`config.mk`:
```
export PLATFORM = sky130hd
export DESIGN_NAME = multi_cycle_ctrl
export DESIGN_NICKNAME = d
export VERILOG_FILES = /design/src/rtl/multi_cycle_ctrl.sv
export SDC_FILE = /design/constraint.sdc
export NUM_CORES = 1
export LEC_CHECK = 0
export ABC_AREA = 1
export CAP_MARGIN = 20
export CELL_PAD_IN_SITES_DETAIL_PLACEMENT = 1
export CELL_PAD_IN_SITES_GLOBAL_PLACEMENT = 1
export CORE_UTILIZATION = 23
export DETAILED_ROUTE_END_ITERATION = 8
export PLACE_DENSITY = 0.58
export SETUP_SLACK_MARGIN = 0.2
export SKIP_LAST_GASP = 1
export SYNTH_ARGS = -nofsm -noshare
export SYNTH_HDL_FRONTEND = slang
export SYNTH_SLANG_ARGS = --single-unit
```
`constraint.sdc`:
```
create_clock -name clk -period 5.3 [get_ports clk]
set_input_delay 1.06 -clock clk [delete_from_list [all_inputs] [get_ports clk]]
set_output_delay 1.06 -clock clk [all_outputs]
set_load 0.005 [all_outputs]
```
`src/rtl/multi_cycle_ctrl.sv`:
```
// multi_cycle_ctrl: Moore main control FSM for a multi-cycle MIPS-subset datapath.
//
// Sequences IF/ID/EX/MEM/WB and drives every datapath strobe.
// Ports:
//   clk         - system clock, FSM updates on rising edge
//   rst_n       - asynchronous active-low reset
//   instr       - instruction register output, opcode = instr[31:26]
//   zero        - ALU zero flag, consulted in BRANCH
//   mem_ready   - memory done; stalls IF / MEM_RD / MEM_WR while low
//   pc_write, ir_write, i_or_d, mem_read, mem_write, reg_write,
//   reg_dst, mem_to_reg, alu_src_a, alu_src_b, alu_op, pc_source
//               - datapath control strobes and selects
//   state       - current state code (debug)
//   illegal     - sticky unknown-opcode flag
//   halted      - high while parked in HALT
//   instr_count - retired-instruction counter (wraps silently)
module multi_cycle_ctrl #(
    parameter int          CNT_W   = 32,
    parameter logic [5:0]  HALT_OP = 6'h3F
) (
    input  logic             clk,
    input  logic             rst_n,
    input  logic [31:0]      instr,
    input  logic             zero,
    input  logic             mem_ready,
    output logic             pc_write,
    output logic             ir_write,
    output logic             i_or_d,
    output logic             mem_read,
    output logic             mem_write,
    output logic             reg_write,
    output logic             reg_dst,
    output logic             mem_to_reg,
    output logic             alu_src_a,
    output logic [1:0]       alu_src_b,
    output logic [1:0]       alu_op,
    output logic [1:0]       pc_source,
    output logic [3:0]       state,
    output logic             illegal,
    output logic             halted,
    output logic [CNT_W-1:0] instr_count
);

    localparam logic [3:0] S_IF      = 4'd0;
    localparam logic [3:0] S_ID      = 4'd1;
    localparam logic [3:0] S_EX_R    = 4'd2;
    localparam logic [3:0] S_MEMADDR = 4'd3;
    localparam logic [3:0] S_MEM_RD  = 4'd4;
    localparam logic [3:0] S_MEM_WR  = 4'd5;
    localparam logic [3:0] S_WB_R    = 4'd6;
    localparam logic [3:0] S_WB_MEM  = 4'd7;
    localparam logic [3:0] S_BRANCH  = 4'd8;
    localparam logic [3:0] S_JUMP    = 4'd9;
    localparam logic [3:0] S_EX_I    = 4'd10;
    localparam logic [3:0] S_WB_I    = 4'd11;
    localparam logic [3:0] S_HALT    = 4'd12;

    localparam logic [5:0] OP_R    = 6'b000000;
    localparam logic [5:0] OP_LW   = 6'b100011;
    localparam logic [5:0] OP_SW   = 6'b101011;
    localparam logic [5:0] OP_BEQ  = 6'b000100;
    localparam logic [5:0] OP_BNE  = 6'b000101;
    localparam logic [5:0] OP_J    = 6'b000010;
    localparam logic [5:0] OP_ADDI = 6'b001000;

    logic [3:0]       state_q, state_d;
    logic [5:0]       op_q, op_d;
    logic             illegal_q, illegal_d;
    logic [CNT_W-1:0] cnt_q, cnt_d;
    logic             retire;
    logic [5:0]       opcode;
    logic             unused_bits;

    assign opcode      = instr[31:26];
    assign unused_bits = ^instr[25:0];

    // The opcode is latched in ID so later states (MEMADDR, BRANCH) never
    // look at instr again; the IR may change freely outside ID.
    always_ff @(posedge clk or negedge rst_n) begin
        if (!rst_n) begin
            state_q   <= S_IF;
            op_q      <= '0;
            illegal_q <= 1'b0;
            cnt_q     <= '0;
        end else begin
            state_q   <= state_d;
            op_q      <= op_d;
            illegal_q <= illegal_d;
            cnt_q     <= cnt_d;
        end
    end

    always_comb begin
        state_d   = state_q;
        op_d      = op_q;
        illegal_d = illegal_q;
        retire    = 1'b0;
        case (state_q)
            S_IF: state_d = mem_ready ? S_ID : S_IF;
            S_ID: begin
                op_d = opcode;
                if (opcode == OP_R)
                    state_d = S_EX_R;
                else if (opcode == OP_LW || opcode == OP_SW)
                    state_d = S_MEMADDR;
                else if (opcode == OP_BEQ || opcode == OP_BNE)
                    state_d = S_BRANCH;
                else if (opcode == OP_J)
                    state_d = S_JUMP;
                else if (opcode == OP_ADDI)
                    state_d = S_EX_I;
                else if (opcode == HALT_OP)
                    state_d = S_HALT;
                else begin
                    state_d   = S_IF;
                    illegal_d = 1'b1;
                end
            end
            S_EX_R:    state_d = S_WB_R;
            S_MEMADDR: state_d = (op_q == OP_LW) ? S_MEM_RD : S_MEM_WR;
            S_MEM_RD:  state_d = mem_ready ? S_WB_MEM : S_MEM_RD;
            S_MEM_WR: begin
                state_d = mem_ready ? S_IF : S_MEM_WR;
                retire  = mem_ready;
            end
            S_WB_R, S_WB_MEM, S_BRANCH, S_JUMP, S_WB_I: begin
                state_d = S_IF;
                retire  = 1'b1;
            end
            S_EX_I: state_d = S_WB_I;
            S_HALT: state_d = S_HALT;
            default: state_d = S_IF;
        endcase
        cnt_d = cnt_q + CNT_W'(retire);
    end

    // Outputs are gated by rst_n so strobes drop the instant reset asserts,
    // even though state_q itself already reads IF during reset.
    always_comb begin
        pc_write   = 1'b0;
        ir_write   = 1'b0;
        i_or_d     = 1'b0;
        mem_read   = 1'b0;
        mem_write  = 1'b0;
        reg_write  = 1'b0;
        reg_dst    = 1'b0;
        mem_to_reg = 1'b0;
        alu_src_a  = 1'b0;
        alu_src_b  = 2'b00;
        alu_op     = 2'b00;
        pc_source  = 2'b00;
        halted     = 1'b0;
        if (rst_n) begin
            case (state_q)
                S_IF: begin
                    mem_read  = 1'b1;
                    alu_src_b = 2'b01;
                    ir_write  = mem_ready;
                    pc_write  = mem_ready;
                end
                S_ID: alu_src_b = 2'b11;
                S_EX_R: begin
                    alu_src_a = 1'b1;
                    alu_op    = 2'b10;
                end
                S_MEMADDR, S_EX_I: begin
                    alu_src_a = 1'b1;
                    alu_src_b = 2'b10;
                end
                S_MEM_RD: begin
                    mem_read = 1'b1;
                    i_or_d   = 1'b1;
                end
                S_MEM_WR: begin
                    mem_write = 1'b1;
                    i_or_d    = 1'b1;
                end
                S_WB_R: begin
                    reg_write = 1'b1;
                    reg_dst   = 1'b1;
                end
                S_WB_MEM: begin
                    reg_write  = 1'b1;
                    mem_to_reg = 1'b1;
                end
                S_BRANCH: begin
                    alu_src_a = 1'b1;
                    alu_op    = 2'b01;
                    pc_source = 2'b01;
                    pc_write  = (op_q == OP_BNE) ? ~zero : zero;
                end
                S_JUMP: begin
                    pc_source = 2'b10;
                    pc_write  = 1'b1;
                end
                S_WB_I: reg_write = 1'b1;
                S_HALT: halted = 1'b1;
                default: ;
            endcase
        end
    end

    assign state       = rst_n ? state_q : 4'd0;
    assign illegal     = illegal_q;
    assign instr_count = cnt_q;

endmodule

```
# Word level (Yosys, flattened, before mapping)
# Cells that the tools add are included.
[classes] muxes=40 add_sub_neg=1 reduce_logical=11 bitwise=7 n_eq_ne=21
[ops] cell="$add A32 B1 Y32" count=1
[ops] cell="$pmux W4 S8" count=1
[ops] cell="$mux W4" count=7
[ops] cell="$eq A6 B6 Y1 const B" count=4
[ops] cell="$mux W1" count=22
[ops] cell="$eq A4 B4 Y1 const B" count=5
[ops] cell="$eq A6 B3 Y1 const B" count=3
[ops] cell="$eq A4 B3 Y1 const B" count=4
[ops] cell="$eq A4 B2 Y1 const B" count=2
[ops] cell="$mux W2" count=4
[ops] cell="$pmux W2 S2" count=2
[ops] cell="$not A1 Y1" count=7
[ops] cell="$reduce_and A7 Y1" count=1
[ops] cell="$eq A6 B2 Y1 const B" count=1
[ops] cell="$eq A6 B4 Y1 const B" count=1
[ops] cell="$logic_not A6 Y1" count=1
[ops] cell="$pmux W2 S3" count=1
[ops] cell="$reduce_or A2 Y1" count=3
[ops] cell="$reduce_or A5 Y1" count=1
[ops] cell="$eq A4 B1 Y1 const B" count=1
[ops] cell="$logic_not A4 Y1" count=1
[ops] cell="$reduce_or A4 Y1" count=1
[ops] cell="$mux W3" count=1
[ops] cell="$pmux W1 S3" count=1
[ops] cell="other kinds (3)" count=4
[totals] output_inout_bits=53 reg_bits=43 in_bits=36

# Depth between registers and ports, before layout
[depth] depth_word=8 mapped_depth=15 mapped_depth_nobuf=15

# Worst setup path after synthesis
# OpenSTA, ideal clock, no wires.
[synth_path] path_type="input -> output" startpoint="input port rst_n" endpoint="output port alu_op[0]" stages=3 required_ns=4.240 arrival_time_ns=1.513 setup_slack_ns=2.727 cell_sequence="inv_1 -> clkbuf_1 -> nor2_1"
[synth_via] elab_chain_len=1
[synth_rtl] element="from (decl)" line="22" source="input logic rst_n,"
[synth_rtl] element="$mux W2" line="153" source="if (rst_n) begin"
[synth_rtl] element="to (decl)" line="36" source="output logic [1:0] alu_op,"
# No other way between the ends.

# Worst setup path after layout
[layout_path] startpoint="input port rst_n" endpoint="output port i_or_d"
[layout_via] elab_chain_len=1
[layout_rtl] element="$mux W1" line="153"
[layout_rtl] element="to (decl)" line="28" source="output logic i_or_d,"
# No other way between the ends.

==> results.md <==
* Outcome: finished clean
* Maximum number of pins on one net before global-route repair at 23
* Cell with the most instances after synthesis: sky130_fd_sc_hd__nand2_1
* Worst-path clk slew at 0.06 ns
* Via density per instance at 4.45
* Post-route setup TNS at 0 ns
* Dominant cell type by area after synthesis: sky130_fd_sc_hd__dfrtp_1
* Post-Route Skew at 0.00762 ns
* Critical Path, Cell by Cell: buf_2, inv_1, or2_2, nor2_1, clkdlybuf4s50_1
* Setup-failing EPs final at 0
* Part of the power in combinational logic at 0.300
* Setup repair after global routing missed its margin: no
* CP Launch Type: input port
* Total die area at 11900 sq um
* Cells after synthesis at 372
* Count of inserted antenna diode cells at 0
* Setup slack of the critical path after layout at 1.41 ns
* Worst Hold Slack at 0.494 ns
* Number of DRC markers in iteration 0 at 45
* Routed Wire Length at 7890 um
* Combined area of the multi-input logic cells at 1390 sq um
* Buffers from clock root to sink, at most at 2
* Post-layout min period at 3.89 ns
* Number of antenna-violating nets in the routed design at 0
* Net Sw Frac at 0.328
* Number of setup buffers added after CTS at 0
* Critical-path cell with the highest stage delay: sky130_fd_sc_hd__clkdlybuf4s50_1
* Clock Root Buffer: sky130_fd_sc_hd__clkbuf_16
* Fraction of layout instances using a drive strength above 1 at 0.0932
* Initial core utilization at 0.240
* Register cell area after layout at 1080 sq um
* IO buf count at 62
* Synth Register Bits at 43
* Sequential cell area fraction in the yosys report at 0.408
* Number of synthesized flops with an enable pin at 0
* Most used standard cells in the synthesized netlist: sky130_fd_sc_hd__nand2_1, sky130_fd_sc_hd__nor2_1, sky130_fd_sc_hd__dfrtp_1
* Maximum frequency from static timing analysis at 257 MHz
* Internal Power at 758 uW
* Total gr overflow at 0
* WP buf/inv at 3
* Number of I/O pins at 89
* Setup slack on the worst flop-to-flop path at 2.58 ns
* Max-capacitance violation count at 0
* Die extent in x at 109 um
* Required time at the worst-slack endpoint at 4.24 ns
* Most used flip-flop cell after synthesis: sky130_fd_sc_hd__dfrtp_1
* Max H-tree Level at 2
* Resize count post-CTS at 0
* Power, Total at 1130 uW
* CP max stage delay at 0.51 ns
* Clk Latency, worst-skew pair at 0.28 ns
* Worst Max-Slew Pin Slew at 0.536 ns
* Post-synthesis average cell area at 7.09 sq um
* Cell leakage power at 0.00157 uW
* Final worst-path cycle share at 0.735
* Count of cell types in the netlist at 30
* HPWL Detailed at 6480 um
* Count of fill cells added during filler insertion at 1366
* Family with the most delay on the worst path: buffers and inverters
* Nets at 478
* Ratio of total power to cell area at 314 nW/um^2
* Sequential fraction of design power at 0.394
* Via count of the first global-routing pass at 2811
* Floorplan core area at 11000 sq um
* Total clock buffers created by CTS at 5
* Fraction of synthesized cell area taken by the top area cell type at 0.408
* Total count of max-transition violations in the final report at 0
* Net Switching at 370 uW
* Residual DRC at 0
* Post-detailed-placement cell area at 3430 sq um
* Overall via count from detail_route at 2581
* Global routing usage summed across all routing layers at 0.144
* Hold violation total from the final report at 0
* Crit end category: primary output
* Async set-reset flop share out of synthesis at 1.00
* Std-Cell Rows at 38
* Post-synthesis cell area at 2640 sq um
* Clk network pwr share at 0.306
* Iteration count of the initial detailed-routing pass at 4
* Crit path kind: in -> out
* Net Count, Synth at 410
* Arr. time, crit path at 2.83 ns
* Placement-stage worst setup slack at 1.34 ns
* Post-CTS Hold Buffers at 0
* Worst vdd ir at 0.142 mV
* Design Area, Final at 3590 sq um
* Ys Warns at 0
* Worst max-slew margin expressed relative to the limit at 0.642
* Clk sinks at 43
* Class of the tightest hold or removal check: reg -> reg
* TritonCTS clock tree: done
* Area Growth Syn to Fin at 36.1%
* Placer Congestion at 0.835
* Average wire per cell in the routed design at 13.6 um
* Vert. Die Dim at 109 um
* Number of antenna violations at the first check in global routing at 0
* Global-route wire length before repair at 13400 um
* Most area-consuming cells after synthesis: sky130_fd_sc_hd__dfrtp_1, sky130_fd_sc_hd__nand2_1, sky130_fd_sc_hd__nor2_1
* Crit path max fanout at 22
==> power groups by stage <==
stage               clock (uW)  sequential (uW)  combinational (uW)
finish                     345              444                 338
global route               369              455                 380
CTS                        357              447                 346
detailed placement           0              452                 344
global placement             0              451                 338
floorplan                    0              432                 204
==> metrics by stage <==
| stage | util | cells |
|---|---|---|
| after global routing | 0.327 | 580 |
| after CTS | 0.327 | 580 |
| after detailed placement | 0.312 | 573 |
| after global placement | 0.312 | 573 |
| final | 0.327 | 580 |
| after floorplan | - | 372 |
==> cell families (layout without fill, tap and decap cells) <==
kind of cell / count (synthesis) / count (layout) / synth area share
simple gates: 249 / 249 / 0.427
buf+inv: 45 / 113 / 0.0660
flops: 43 / 43 / 0.408
compound gates: 18 / 18 / 0.0394
xor+xnor: 15 / 15 / 0.0498
fa+ha+maj: 2 / 2 / 0.00949
==> registers in the layout (all words and copies together) (netlist names) <==
name         flops
illegal          1
instr_count     32
op_q             6
state_q          4
==> layout make-up <==
cell class	count	area share
Clock buffer	5	0.0349
Sequential cell	43	0.300
Multi-Input combinational cell	284	0.386
Tap cell	140	0.0488
Clock inverter	2	0.0105
Timing Repair Buffer	64	0.176
Inverter	42	0.0439
==> layer usage <==
metal,GRT usage,routed length (um),vias up
met1,0.173,3600,1225
li1,-,-,1295
met2,0.259,3880,54
met3,0.0257,290,7
met5,0,0,-
met4,0.0386,113,0
==> path summary, 6_finish.rpt <==
kind,startpoint,end,depth (start not counted)
max in group asynchronous,rst_n,state_q[0]$_DFF_PN0_,2
worst max register to register,state_q[2]$_DFF_PN0_,instr_count[30]$_DFF_PN0_,13
worst min-delay path,instr_count[31]$_DFF_PN0_,instr_count[31]$_DFF_PN0_,2
min in group asynchronous,rst_n,instr_count[16]$_DFF_PN0_,1
worst min register to register,instr_count[31]$_DFF_PN0_,instr_count[31]$_DFF_PN0_,2
worst max-delay path,rst_n,i_or_d,5
==> cell usage in the layout (no fill, tap or decap) <==
| master | count |
|---|---|
| sky130_fd_sc_hd__a31oi_1 | 2 |
| sky130_fd_sc_hd__buf_4 | 2 |
| sky130_fd_sc_hd__clkdlybuf4s50_1 | 61 |
| sky130_fd_sc_hd__nand3_2 | 2 |
| sky130_fd_sc_hd__o21bai_2 | 1 |
| sky130_fd_sc_hd__xnor2_1 | 8 |
| sky130_fd_sc_hd__a21oi_1 | 3 |
| sky130_fd_sc_hd__inv_1 | 34 |
| sky130_fd_sc_hd__or2_2 | 1 |
| sky130_fd_sc_hd__nand2_1 | 121 |
| sky130_fd_sc_hd__nor2_1 | 61 |
| sky130_fd_sc_hd__o21ai_0 | 9 |
| sky130_fd_sc_hd__dfrtp_1 | 43 |
| sky130_fd_sc_hd__buf_2 | 1 |
| sky130_fd_sc_hd__and2_1 | 1 |
| sky130_fd_sc_hd__nor3_1 | 5 |
| sky130_fd_sc_hd__o221ai_1 | 1 |
| sky130_fd_sc_hd__nor2_4 | 5 |
| sky130_fd_sc_hd__o22ai_1 | 1 |
| sky130_fd_sc_hd__nand2_2 | 5 |
| sky130_fd_sc_hd__nor2_2 | 10 |
| sky130_fd_sc_hd__clkbuf_16 | 5 |
| sky130_fd_sc_hd__nand4_1 | 6 |
| sky130_fd_sc_hd__xor2_1 | 7 |
| sky130_fd_sc_hd__inv_2 | 7 |
| sky130_fd_sc_hd__and3_1 | 2 |
| sky130_fd_sc_hd__nand3_1 | 16 |
| sky130_fd_sc_hd__clkinvlp_4 | 1 |
| sky130_fd_sc_hd__bufinv_16 | 1 |
| sky130_fd_sc_hd__o21ai_1 | 1 |
| sky130_fd_sc_hd__ha_1 | 2 |
| sky130_fd_sc_hd__clkinv_1 | 1 |
| sky130_fd_sc_hd__nand3b_1 | 14 |
==> worst register-to-register path: cells and delay by family, from the launching register on <==
family / cells / cell delay [ns]
and+or+nand+nor: 8 / 1.15
buffers and inverters: 2 / 0.13
adders and majority gates: 2 / 0.64
DFF: 1 / 0.49
AOI/OAI and AO/OA: 1 / 0.22
(Power assumes the default switching activity.)
